===== src/rtl/sprite_compositor.sv =====
// Two-stage sprite compositor: NUM_LAYERS fixed-priority sprite layers over a background,
// with frame-synchronous config double-buffering and a per-frame collision mask.
module sprite_compositor #(
  parameter int NUM_LAYERS = 4,
  parameter int COLOR_W    = 4,
  parameter logic [3*COLOR_W-1:0] KEY_COLOR = '0,
  parameter int COORD_W    = 10
) (
  input  logic                          VGA_Clk,
  input  logic                          Reset_h,
  input  logic [COORD_W-1:0]            DrawX,
  input  logic [COORD_W-1:0]            DrawY,
  input  logic                          blank,
  input  logic                          frame_start,
  input  logic                          cfg_we,
  input  logic [2:0]                    cfg_layer,
  input  logic [COORD_W-1:0]            cfg_x,
  input  logic [COORD_W-1:0]            cfg_y,
  input  logic [COORD_W-1:0]            cfg_size,
  input  logic                          cfg_en,
  input  logic [NUM_LAYERS*3*COLOR_W-1:0] layer_rgb,
  input  logic [3*COLOR_W-1:0]          bkg_rgb,
  output logic [7:0]                    Red,
  output logic [7:0]                    Green,
  output logic [7:0]                    Blue,
  output logic                          hit_valid,
  output logic [2:0]                    hit_layer,
  output logic [NUM_LAYERS-1:0]         collide_mask
);

  localparam int PIX_W = 3*COLOR_W;
  localparam int unsigned CW = COLOR_W;

  logic [COORD_W-1:0] sh_x [NUM_LAYERS];
  logic [COORD_W-1:0] sh_y [NUM_LAYERS];
  logic [COORD_W-1:0] sh_size [NUM_LAYERS];
  logic [NUM_LAYERS-1:0] sh_en;
  logic [COORD_W-1:0] ac_x [NUM_LAYERS];
  logic [COORD_W-1:0] ac_y [NUM_LAYERS];
  logic [COORD_W-1:0] ac_size [NUM_LAYERS];
  logic [NUM_LAYERS-1:0] ac_en;

  logic [NUM_LAYERS-1:0] in_c, in_s1, opaque;
  logic                  blank_s1;
  logic                  found, multi;
  logic [2:0]            win;
  logic [PIX_W-1:0]      sel_rgb;
  logic [COORD_W-1:0]    dx, dy;

  function automatic logic [7:0] widen(input logic [COLOR_W-1:0] c);
    logic [7:0] w;
    w = '0;
    // Cycling through c from its MSB yields {c, c[MSB -: 8-COLOR_W]} for any COLOR_W in 4..8.
    for (int unsigned b = 0; b < 8; b++)
      w[7-b] = c[CW-1-(b % CW)];
    return w;
  endfunction

  // Shadow writes and the frame-start copy share one block so the copy sees the pre-write shadow.
  always_ff @(posedge VGA_Clk) begin
    if (Reset_h) begin
      for (int unsigned i = 0; i < NUM_LAYERS; i++) begin
        sh_x[i] <= '0; sh_y[i] <= '0; sh_size[i] <= '0;
        ac_x[i] <= '0; ac_y[i] <= '0; ac_size[i] <= '0;
      end
      sh_en <= '0;
      ac_en <= '0;
    end else begin
      if (frame_start) begin
        for (int unsigned i = 0; i < NUM_LAYERS; i++) begin
          ac_x[i] <= sh_x[i]; ac_y[i] <= sh_y[i]; ac_size[i] <= sh_size[i];
        end
        ac_en <= sh_en;
      end
      if (cfg_we) begin
        for (int unsigned i = 0; i < NUM_LAYERS; i++) begin
          if (cfg_layer == 3'(i)) begin
            sh_x[i] <= cfg_x; sh_y[i] <= cfg_y; sh_size[i] <= cfg_size;
            sh_en[i] <= cfg_en;
          end
        end
      end
    end
  end

  always_comb begin
    in_c = '0;
    dx   = '0;
    dy   = '0;
    for (int unsigned i = 0; i < NUM_LAYERS; i++) begin
      dx = DrawX - ac_x[i];
      dy = DrawY - ac_y[i];
      in_c[i] = ac_en[i] && (dx < ac_size[i]) && (dy < ac_size[i]);
    end
  end

  always_comb begin
    opaque  = '0;
    found   = 1'b0;
    win     = '0;
    sel_rgb = bkg_rgb;
    for (int unsigned i = 0; i < NUM_LAYERS; i++) begin
      opaque[i] = in_s1[i] && (layer_rgb[i*PIX_W +: PIX_W] != KEY_COLOR);
      if (opaque[i] && !found) begin
        found   = 1'b1;
        win     = 3'(i);
        sel_rgb = layer_rgb[i*PIX_W +: PIX_W];
      end
    end
    multi = |(opaque & (opaque - 1'b1));
  end

  always_ff @(posedge VGA_Clk) begin
    if (Reset_h) begin
      in_s1        <= '0;
      blank_s1     <= 1'b0;
      Red          <= '0;
      Green        <= '0;
      Blue         <= '0;
      hit_valid    <= 1'b0;
      hit_layer    <= '0;
      collide_mask <= '0;
    end else begin
      in_s1    <= in_c;
      blank_s1 <= blank;
      if (blank_s1) begin
        Red       <= widen(sel_rgb[PIX_W-1 -: COLOR_W]);
        Green     <= widen(sel_rgb[2*COLOR_W-1 -: COLOR_W]);
        Blue      <= widen(sel_rgb[COLOR_W-1:0]);
        hit_valid <= found;
        if (found) hit_layer <= win;
      end else begin
        Red       <= '0;
        Green     <= '0;
        Blue      <= '0;
        hit_valid <= 1'b0;
      end
      if (frame_start)
        collide_mask <= (blank_s1 && multi) ? opaque : '0;
      else if (blank_s1 && multi)
        collide_mask <= collide_mask | opaque;
    end
  end

endmodule


===== config.mk =====
export PLATFORM = sky130hd
export DESIGN_NAME = sprite_compositor
export DESIGN_NICKNAME = d
export VERILOG_FILES = /design/src/rtl/sprite_compositor.sv
export SDC_FILE = /design/constraint.sdc
export NUM_CORES = 1
export LEC_CHECK = 0
export ABC_AREA = 1
export ABC_CLOCK_PERIOD_IN_PS = 5000
export CAP_MARGIN = 20
export CORE_MARGIN = 5
export CORE_UTILIZATION = 36
export DETAILED_ROUTE_END_ITERATION = 8
export GPL_TIMING_DRIVEN = 0
export SYNTH_ARGS = -nofsm -noshare
export SYNTH_HDL_FRONTEND = slang
export SYNTH_SLANG_ARGS = --single-unit

===== constraint.sdc =====
create_clock -name VGA_Clk -period 5 [get_ports VGA_Clk]
set_input_delay 0.75 -clock VGA_Clk [delete_from_list [all_inputs] [get_ports VGA_Clk]]
set_output_delay 0.75 -clock VGA_Clk [all_outputs]
set_load 0.01 [all_outputs]

After elaboration in Yosys (flattened, before gate mapping)
Memory sizes are Yosys's and may differ from the RTL's.
Index checks and enable logic that the tools add are counted.
{"block": "totals", "reg_bits": 45, "latchBits": 0, "ram_bits": 240, "romBits": 0, "in_bits": 119, "output_inout_bits": 32, "memories": 6}
{"block": "classes", "add_sub_neg": 9, "multipliers": 0, "n_div": 0, "order_cmp": 8, "eq_ne": 3, "n_shift": 0, "muxes": 59, "bitwise_logic": 27, "n_reduce_logical": 32}
{"memory": "ac_size", "depth": 4, "width": 10, "rd": 4, "rd_clocked_by_memory_dff": 0, "wr": 4, "line": "40", "text": "logic [COORD_W-1:0] ac_size [NUM_LAYERS];"}
{"memory": "ac_x", "depth": 4, "width": 10, "rd": 4, "rd_clocked_by_memory_dff": 0, "wr": 4, "line": "38", "text": "logic [COORD_W-1:0] ac_x [NUM_LAYERS];"}
{"memory": "ac_y", "depth": 4, "width": 10, "rd": 4, "rd_clocked_by_memory_dff": 0, "wr": 4, "line": "39", "text": "logic [COORD_W-1:0] ac_y [NUM_LAYERS];"}
{"memory": "sh_size", "depth": 4, "width": 10, "rd": 4, "rd_clocked_by_memory_dff": 0, "wr": 4, "line": "36", "text": "logic [COORD_W-1:0] sh_size [NUM_LAYERS];"}
{"memory": "sh_x", "depth": 4, "width": 10, "rd": 4, "rd_clocked_by_memory_dff": 0, "wr": 4, "line": "34", "text": "logic [COORD_W-1:0] sh_x [NUM_LAYERS];"}
{"memory": "sh_y", "depth": 4, "width": 10, "rd": 4, "rd_clocked_by_memory_dff": 0, "wr": 4, "line": "35", "text": "logic [COORD_W-1:0] sh_y [NUM_LAYERS];"}
{"cell": "10-bit 2-to-1 mux", "n": 24}
{"cell": "10-bit < comparator", "n": 8}
{"cell": "10-bit subtractor", "n": 8}
{"cell": "12-bit 2-to-1 mux", "n": 4}
{"cell": "12-bit nonzero test", "n": 4}
{"cell": "1-bit 2-to-1 mux", "n": 26}
{"cell": "1-bit bitwise OR", "n": 24}
{"cell": "1-bit logical AND", "n": 16}
{"cell": "4-bit 2-to-1 mux", "n": 3}
{"cell": "2-bit AND reduction", "n": 5}
{"cell": "3-bit by 2-bit equality test with 1-bit output, second input constant", "n": 2}
{"cell": "3-bit 2-to-1 mux", "n": 2}
{"cell": "4-bit AND", "n": 1}
{"cell": "4-bit bitwise OR", "n": 1}
{"cell": "4-bit OR reduction", "n": 1}
{"cell": "4-bit by 1-bit subtractor with 4-bit output, second input constant", "n": 1}
{"cell": "3-bit by 1-bit equality test with 1-bit output, second input constant", "n": 1}
{"cell": "1-bit logical NOT", "n": 3}
{"cell": "3-bit logical NOT", "n": 1}
{"cell": "2-bit nonzero test", "n": 1}
{"cell": "2-bit OR reduction", "n": 1}
{"cell": "1-bit inverter", "n": 1}

Logic depth before layout (Yosys ltp)
Gate-level depths: netlist of run 1.
{"block": "depth", "ltp_word": 13, "ltp_mapped": 14, "depth_no_buf": 14}

Least setup slack after synthesis of run 1
OpenSTA, ideal clock, no wires.
{"block": "synth_timing", "kind": "input to register", "start": "input port Reset_h", "end": "memory ac_size[0][0], enable pin", "setup_time_ns": 0.473, "arrival_ns": 3.372, "required_ns": 4.527, "slack_ns": 1.156, "stages": 3, "path_buffers": 1, "cell_sequence": "buf_2 nor2_1 inv_1"}
{"element": "start, declared", "line": "10", "text": "input logic Reset_h,"}
{"element": "end, declared", "line": "40"}

Final worst setup path of run 1
{"block": "layout_timing", "start": "input port DrawX[1]", "end": "register in_s1[3]"}
{"block": "layout_via", "elab_chain_cells": 4}
{"element": "start, declared", "line": "11", "text": "input logic [COORD_W-1:0] DrawX,"}
{"element": "10-bit subtractor", "line": "91", "text": "dx = DrawX - ac_x[i];"}
{"element": "10-bit < comparator", "line": "93", "text": "in_c[i] = ac_en[i] && (dx < ac_size[i]) && (dy < ac_size[i]);"}
{"element": "1-bit logical AND (2 in series)", "line": "93"}
{"element": "end signal, assigned", "line": "124", "text": "in_s1 <= in_c;"}
{"element": "end, declared", "line": "43", "text": "logic [NUM_LAYERS-1:0] in_c, in_s1, opaque;"}
Every way passes these cells.
A chain may end at the register's enable or synchronous reset.

==> results.sh, run 1 <==
export IMPL_grt_start_max_net_pins=84
export IMPL_drc=0
export IMPL_drive_gt1_share_pct=5.15
export IMPL_syn_cell_area_sq_mm=0.0158
export IMPL_die_height_microns=219
export IMPL_ctsHoldBuffers=0
export IMPL_cts_resized=0
export IMPL_path_delay_family="compound AO/OA/AOI/OAI gates"
export IMPL_diodes=0
export IMPL_areaGrowthSynthToFinish_pct=21.7
export IMPL_critPathKind="primary input to flip-flop"
export IMPL_setup_tns_ns=0
export IMPL_clock_path_buffers=3
export IMPL_switching_share_pct=27.5
export IMPL_grt_pass1_wl_microns=62200
export IMPL_clock_sinks=272
export IMPL_cts_inserted_buffers=34
export IMPL_clk_pin_slew_worst_paths_ns=0.05
export IMPL_relSlewSlack_pct=40.4
export IMPL_worstPathArrival_ns=4.66
export IMPL_power_switching_mw=1.72
export IMPL_min_period_ns=4.31
export IMPL_synth_area_leaders="edfxtp_1, ha_1, inv_1, nor2_1, nand2_1"
export IMPL_required_ns=5.35
export IMPL_yosys_area_top_type_share_pct=45.7
export IMPL_vias_per_cell=4.73
export IMPL_async_reset_ff_share_pct=0
export IMPL_critical_path_buf_inv_count=3
export IMPL_max_slew_worst_pin_slew_ns=0.891
export IMPL_p_int_mw=4.55
export IMPL_clock_latency_ns=0.54
export IMPL_grt_use_total_pct=16.7
export IMPL_cp_slowest_stage_delay_ns=0.71
export IMPL_rows=76
export IMPL_io_pins=151
export IMPL_pre_cts_ws_ns=0.283
export IMPL_cts_root_buf="clkbuf_16"
export IMPL_drt_total_wl_microns=40600
export IMPL_antenna_found_initial=0
export IMPL_start_util_pct=36.5
export IMPL_gp_congestion=0.869
export IMPL_slowest_stage="clkdlybuf4s50_1"
export IMPL_firstDrtPassIters=5
export IMPL_grt_pass1_vias=12098
export IMPL_syn_nets=2004
export IMPL_synth_top_area_cell="edfxtp_1"
export IMPL_seq_area_frac_synth_pct=49.8
export IMPL_final_hold_viol_count=0
export IMPL_clkPwrFrac_pct=38.6
export IMPL_fmax_mhz=232
export IMPL_hp_class="flip-flop to flip-flop"
export IMPL_status="finished, final reports clean"
export IMPL_postRouteAntennaNets=0
export IMPL_endpoint_kind="flip-flop"
export IMPL_die_area_sq_mm=0.0481
export IMPL_yosysWarnings=0
export IMPL_slew_viol_final=0
export IMPL_dieWidth_microns=219
export IMPL_synth_edff_count=240
export IMPL_ys_ff_latch=272
export IMPL_wl_per_cell_microns=16.1
export IMPL_rsz0062_at_grt="no"
export IMPL_p_leak_nw=8.49
export IMPL_fin_ws_ns=0.695
export IMPL_finClkSkew_ns=0.0166
export IMPL_synthCells=1733
export IMPL_ys_types=40
export IMPL_avgSynthCellArea_sq_um=9.09
export IMPL_vdd_drop_max_v=0.000203
export IMPL_vias=11963
export IMPL_worstPathMaxFanout=5
export IMPL_fin_nets=2191
export IMPL_dpl_hpwl_microns=31900
export IMPL_crit_chain="clkdlybuf4s50_1 > inv_1 > fa_1 > o21ai_0 > a21oi_1 > o21ai_0 > xor2_1 > inv_1 > ha_1 > a21oi_1 > nor2_1 > a211oi_1 > o2111ai_1 > nor3_1"
export IMPL_cts_tree="built"
export IMPL_synth_ff_type="edfxtp_1"
export IMPL_setup_viol=0
export IMPL_seqPwrFrac_pct=42.3
export IMPL_grt_overflow_total=0
export IMPL_cts_setup_buffers=0
export IMPL_combinationalPowerShare_pct=19.1
export IMPL_coreArea_sq_mm=0.0432
export IMPL_fin_hold_ws_ns=0.457
export IMPL_period_share_pct=86.1
export IMPL_powerDensity_mw_per_mm2=327
export IMPL_htreeDepth=2
export IMPL_drv_cap=0
export IMPL_worstSetupStartpointType="primary input"
export IMPL_drt_iter0_drc=952
export IMPL_place_port_buffers=146
## final timing paths
kind	startpoint	end	slack, ns	cells after the start
setup / recovery	DrawX[1]	in_s1[3]$_SDFF_PP0_	0.69	14
hold / removal	collide_mask[3]$_SDFFE_PP0P_	collide_mask[3]$_SDFFE_PP0P_	0.46	2
setup reg to reg	ac_x[3][0]$_SDFFCE_PN0P_	in_s1[3]$_SDFF_PP0_	1.38	13
hold reg to reg	collide_mask[3]$_SDFFE_PP0P_	collide_mask[3]$_SDFFE_PP0P_	0.46	2
## per-layer routing
metal / track usage, % / up-vias / part of all wire, % / routed length (microns)
met2: 29.2 / 377 / 47 / 19100
li1: - / 5940 / - / -
met3: 3.21 / 88 / 7.9 / 3200
met5: 0 / - / 0 / 0
met1: 20.3 / 5558 / 41 / 16700
met4: 6.78 / 0 / 3.7 / 1520
## layout make-up
class	instances	area, sq um
fillers	4212	24000
flip-flops and latches	272	7850
inverters	382	1440
clock buffers	46	947
multi-input cells	1027	6210
repair buffers	151	1580
clock inverters	12	143
well taps	585	732
plain buffers	52	274
## synth_stat cells, types with 2 or more instances
cell type,count
clkbuf_1,26
fa_1,8
nor2_1,310
buf_4,15
nor3_1,13
and2_1,2
nand2_2,3
nand3_1,46
o21bai_1,8
o21ai_0,51
ha_1,144
nand4_1,9
nand3b_1,4
dfxtp_1,32
a211oi_1,3
xnor2_1,32
o211ai_1,8
edfxtp_1,240
o31ai_1,9
o2111ai_1,16
buf_2,6
nor2_2,11
inv_1,380
buf_1,3
xor2_1,40
nand2_1,178
a21oi_1,113
buf_6,2
o21ai_1,10
## tightest hold or removal path, delay by kind of cell (launching register included)
kind	cells	cell delay [ns]
simple gates	2	0.10
flops	1	0.31
## power by group through the flow
stage	Clock (mW)	Sequential [mW]	Combinational (mW)
detailed placement	0	2.70	1.19
global route	2.57	2.66	1.36
floorplan	0	2.69	0.793
finish	2.42	2.65	1.20
global placement	0	2.71	1.14
CTS	2.48	2.65	1.20
## layout by cell type (no fill, tap or decap), drive strengths merged
| cell type | count |
|---|---|
| edfxtp | 240 |
| nand3 | 47 |
| nor3 | 13 |
| inv | 382 |
| o21bai | 8 |
| clkinvlp | 3 |
| o21a | 1 |
| nand3b | 4 |
| and2 | 2 |
| clkdlybuf4s50 | 146 |
| clkinv | 7 |
| buf | 31 |
| nor2 | 321 |
| clkbuf | 72 |
| ha | 144 |
| bufinv | 2 |
| conb | 1 |
| fa | 8 |
| o21ai | 62 |
| nand2 | 182 |
| nor4 | 1 |
| o2111ai | 16 |
| o31ai | 9 |
| o211ai | 8 |
| a21oi | 114 |
| a211oi | 3 |
| o22ai | 1 |
| xor2 | 40 |
| a21boi | 1 |
| xnor2 | 32 |
| dfxtp | 32 |
| nand4 | 9 |
## logic make-up after synthesis
| group | after synthesis | synth area share (%) |
|---|---|---|
| simple gates | 579 | 14.9 |
| buf+inv | 434 | 10.9 |
| xor+xnor | 72 | 4.00 |
| flops | 272 | 49.8 |
| fa+ha+maj | 152 | 12.5 |
| compound gates | 223 | 8.00 |
| other cells | 1 | 0.0238 |
## per-stage QoR
step           power [mW]  util [%]  instance area (sq um)  std cells
2_1_floorplan        3.49         -                  15800       1733
3_3_place_gp         3.84      41.6                  18000       2464
3_5_place_dp         3.89      41.9                  18100       2469
4_1_cts              6.33      44.4                  19200       2527
5_1_grt              6.59      44.4                  19200       2527
6_report             6.27      44.4                  19200       2527
## sequential cells by signal, summed over array words and instances (netlist names)
| signal | count |
|---|---|
| Red | 4 |
| ac_y | 40 |
| sh_y | 40 |
| hit_layer | 2 |
| ac_x | 40 |
| Green | 4 |
| collide_mask | 4 |
| sh_x | 40 |
| in_s1 | 4 |
| hit_valid | 1 |
| sh_size | 40 |
| blank_s1 | 1 |
| ac_size | 40 |
| sh_en | 4 |
| Blue | 4 |
| ac_en | 4 |
No activity file was read; power rests on OpenSTA's default activity.
==> inputs of run 2 (changes only) <==
CTS_CLUSTER_SIZE = 16   (was not set)
==> results of run 2 <==
The final DEF is identical to that of run 1; final timing and power are the same.
==> inputs of run 3 (changes only) <==
CTS_CLUSTER_SIZE = 30   (was 16)
DONT_BUFFER_PORTS = 1   (was not set)
==> results.sh, run 3 (synthesis gave the netlist of run 1 again) <==
export IMPL_coreArea_sq_mm=0.0432
export IMPL_r2r_slack_ns=1.41
export IMPL_hp_class="primary input to flip-flop"
export IMPL_rows=76
export IMPL_vias=11414
export IMPL_setup_viol=0
export IMPL_max_slew_worst_pin_slew_ns=0.884
export IMPL_reg2reg_to="in_s1[3]$_SDFF_PP0_"
export IMPL_ctsHoldBuffers=0
export IMPL_cts_root_buf="clkbuf_16"
export IMPL_place_port_buffers=0
export IMPL_cts_tree="built"
export IMPL_clk_pin_slew_worst_paths_ns=0.06
export IMPL_firstDrtPassIters=5
export IMPL_clock_latency_ns=0.59
export IMPL_worstSetupStartpointType="flip-flop"
export IMPL_clock_path_buffers=3
export IMPL_dieWidth_microns=219
export IMPL_grt_start_max_net_pins=101
export IMPL_required_ns=5.41
export IMPL_holdPathEnd="blank_s1$_SDFF_PP0_"
export IMPL_hold_start="blank"
export IMPL_drc=0
export IMPL_period_share_pct=71.8
export IMPL_postRouteAntennaNets=0
export IMPL_wl_per_cell_microns=16.5
export IMPL_crit_chain="ha_1 > fa_1 > o21ai_0 > a21oi_1 > o21ai_0 > xor2_1 > inv_1 > ha_1 > a21oi_1 > nor2_1 > a211oi_1 > o2111ai_1 > nor3_1"
export IMPL_fin_nets=2043
export IMPL_grt_pass1_vias=11374
export IMPL_vias_per_cell=4.79
export IMPL_rr_startpoint="ac_x[3][0]$_SDFFCE_PN0P_"
export IMPL_seqPwrFrac_pct=43.8
export IMPL_clock_sinks=272
export IMPL_diodes=0
export IMPL_path_delay_family="compound AO/OA/AOI/OAI gates"
export IMPL_areaGrowthSynthToFinish_pct=12.3
export IMPL_worstPathMaxFanout=3
export IMPL_power_total_mw=6.05
export IMPL_drt_iter0_drc=755
export IMPL_rsz0062_at_grt="no"
export IMPL_status="finished, final reports clean"
export IMPL_fmax_mhz=279
export IMPL_cts_resized=0
export IMPL_grt_pass1_wl_microns=59600
export IMPL_power_switching_mw=1.66
export IMPL_fin_util_pct=41.0
export IMPL_layoutNonFillerInstCount=2382
export IMPL_p_int_mw=4.39
export IMPL_clkPwrFrac_pct=38.5
export IMPL_layout_commonest_cell="inv_1"
export IMPL_powerDensity_mw_per_mm2=342
export IMPL_cp_slowest_stage_delay_ns=0.54
export IMPL_drive_gt1_share_pct=5.68
export IMPL_cts_inserted_buffers=31
export IMPL_cts_setup_buffers=0
export IMPL_switching_share_pct=27.4
export IMPL_drt_total_wl_microns=39300
export IMPL_endpoint_kind="flip-flop"
export IMPL_hold_path_depth=2
export IMPL_antenna_found_initial=0
export IMPL_start_util_pct=36.5
export IMPL_final_hold_viol_count=0
export IMPL_die_area_sq_mm=0.0481
export IMPL_relSlewSlack_pct=40.9
export IMPL_slew_viol_final=0
export IMPL_dpl_hpwl_microns=31200
export IMPL_drv_cap=0
export IMPL_die_height_microns=219
export IMPL_gp_congestion=0.846
export IMPL_final_cell_mix="inv_1, nor2_1, edfxtp_1"
export IMPL_critical_path_buf_inv_count=1
export IMPL_finClkSkew_ns=0.0124
export IMPL_min_period_ns=3.59
export IMPL_grt_use_total_pct=15.9
export IMPL_slowest_stage="nor3_1"
export IMPL_combinationalPowerShare_pct=17.7
export IMPL_ff2ff_path_depth=13
export IMPL_io_pins=151
export IMPL_placed_cells=2324
export IMPL_p_leak_nw=7.95
export IMPL_grt_overflow_total=0
export IMPL_critPathKind="flip-flop to flip-flop"
export IMPL_worstPathArrival_ns=4.00
export IMPL_vdd_drop_max_v=0.000269
export IMPL_htreeDepth=1
-- run 3: final cells by class --
class	count	area, sq um
buffer	52	274
clock buffer	40	860
inverter	382	1440
fill	4270	25500
sequential	272	7850
tap	585	732
multi-input combinational	1027	6210
clock inverter	18	191
timing repair buffer	6	141
-- run 3: per-layer routing --
metal	track usage (%)	part of all wire, %	up-vias	wire (microns)
met5	0	0	-	0
met4	5.38	3.6	0	1400
met3	2.68	6.1	77	2420
met2	28.6	49	327	19100
met1	19.4	42	5361	16400
li1	-	-	5649	-
-- run 3: through the flow --
step,worst slack [ns],hold slack (ns),setup TNS [ns],cell area [sq um]
2_1_floorplan,1.16,0.419,0,15800
3_3_place_gp,-0.421,0.444,-49.63,16500
3_5_place_dp,0.895,0.447,0,16600
4_1_cts,1.45,0.235,0,17700
5_1_grt,1.19,0.266,0,17700
6_report,1.41,0.275,0,17700
-- run 3: worst reg2reg max path: stages (launching register included) --
cell,delay [ns]
edfxtp_1,0.38
ha_1,0.24
fa_1,0.41
o21ai_0,0.36
a21oi_1,0.11
o21ai_0,0.22
xor2_1,0.22
inv_1,0.08
ha_1,0.19
a21oi_1,0.16
nor2_1,0.07
a211oi_1,0.23
o2111ai_1,0.19
nor3_1,0.54
-- run 3: power by group through the flow --
stage	Sequential [mW]	Combinational (mW)	Clock, mW
3_5_place_dp	2.70	1.07	0
6_report	2.65	1.07	2.33
3_3_place_gp	2.71	1.01	0
5_1_grt	2.66	1.23	2.46
4_1_cts	2.65	1.08	2.37
2_1_floorplan	2.69	0.793	0
-- run 3: how the worst max path moves through the flow --
stage                                  start                          end  slack [ns]  depth (start not counted)
global route        ac_x[3][0]$_SDFFCE_PN0P_          in_s1[3]$_SDFF_PP0_        1.19                         13
finish              ac_x[3][0]$_SDFFCE_PN0P_          in_s1[3]$_SDFF_PP0_        1.41                         13
floorplan                            Reset_h  ac_size[0][0]$_SDFFCE_PN0P_        1.16                          3
detailed placement                  DrawX[0]          in_s1[3]$_SDFF_PP0_        0.90                         14
CTS                 ac_x[3][0]$_SDFFCE_PN0P_          in_s1[3]$_SDFF_PP0_        1.45                         13
global placement                     Reset_h     ac_x[0][1]$_SDFFCE_PN0P_       -0.42                          3
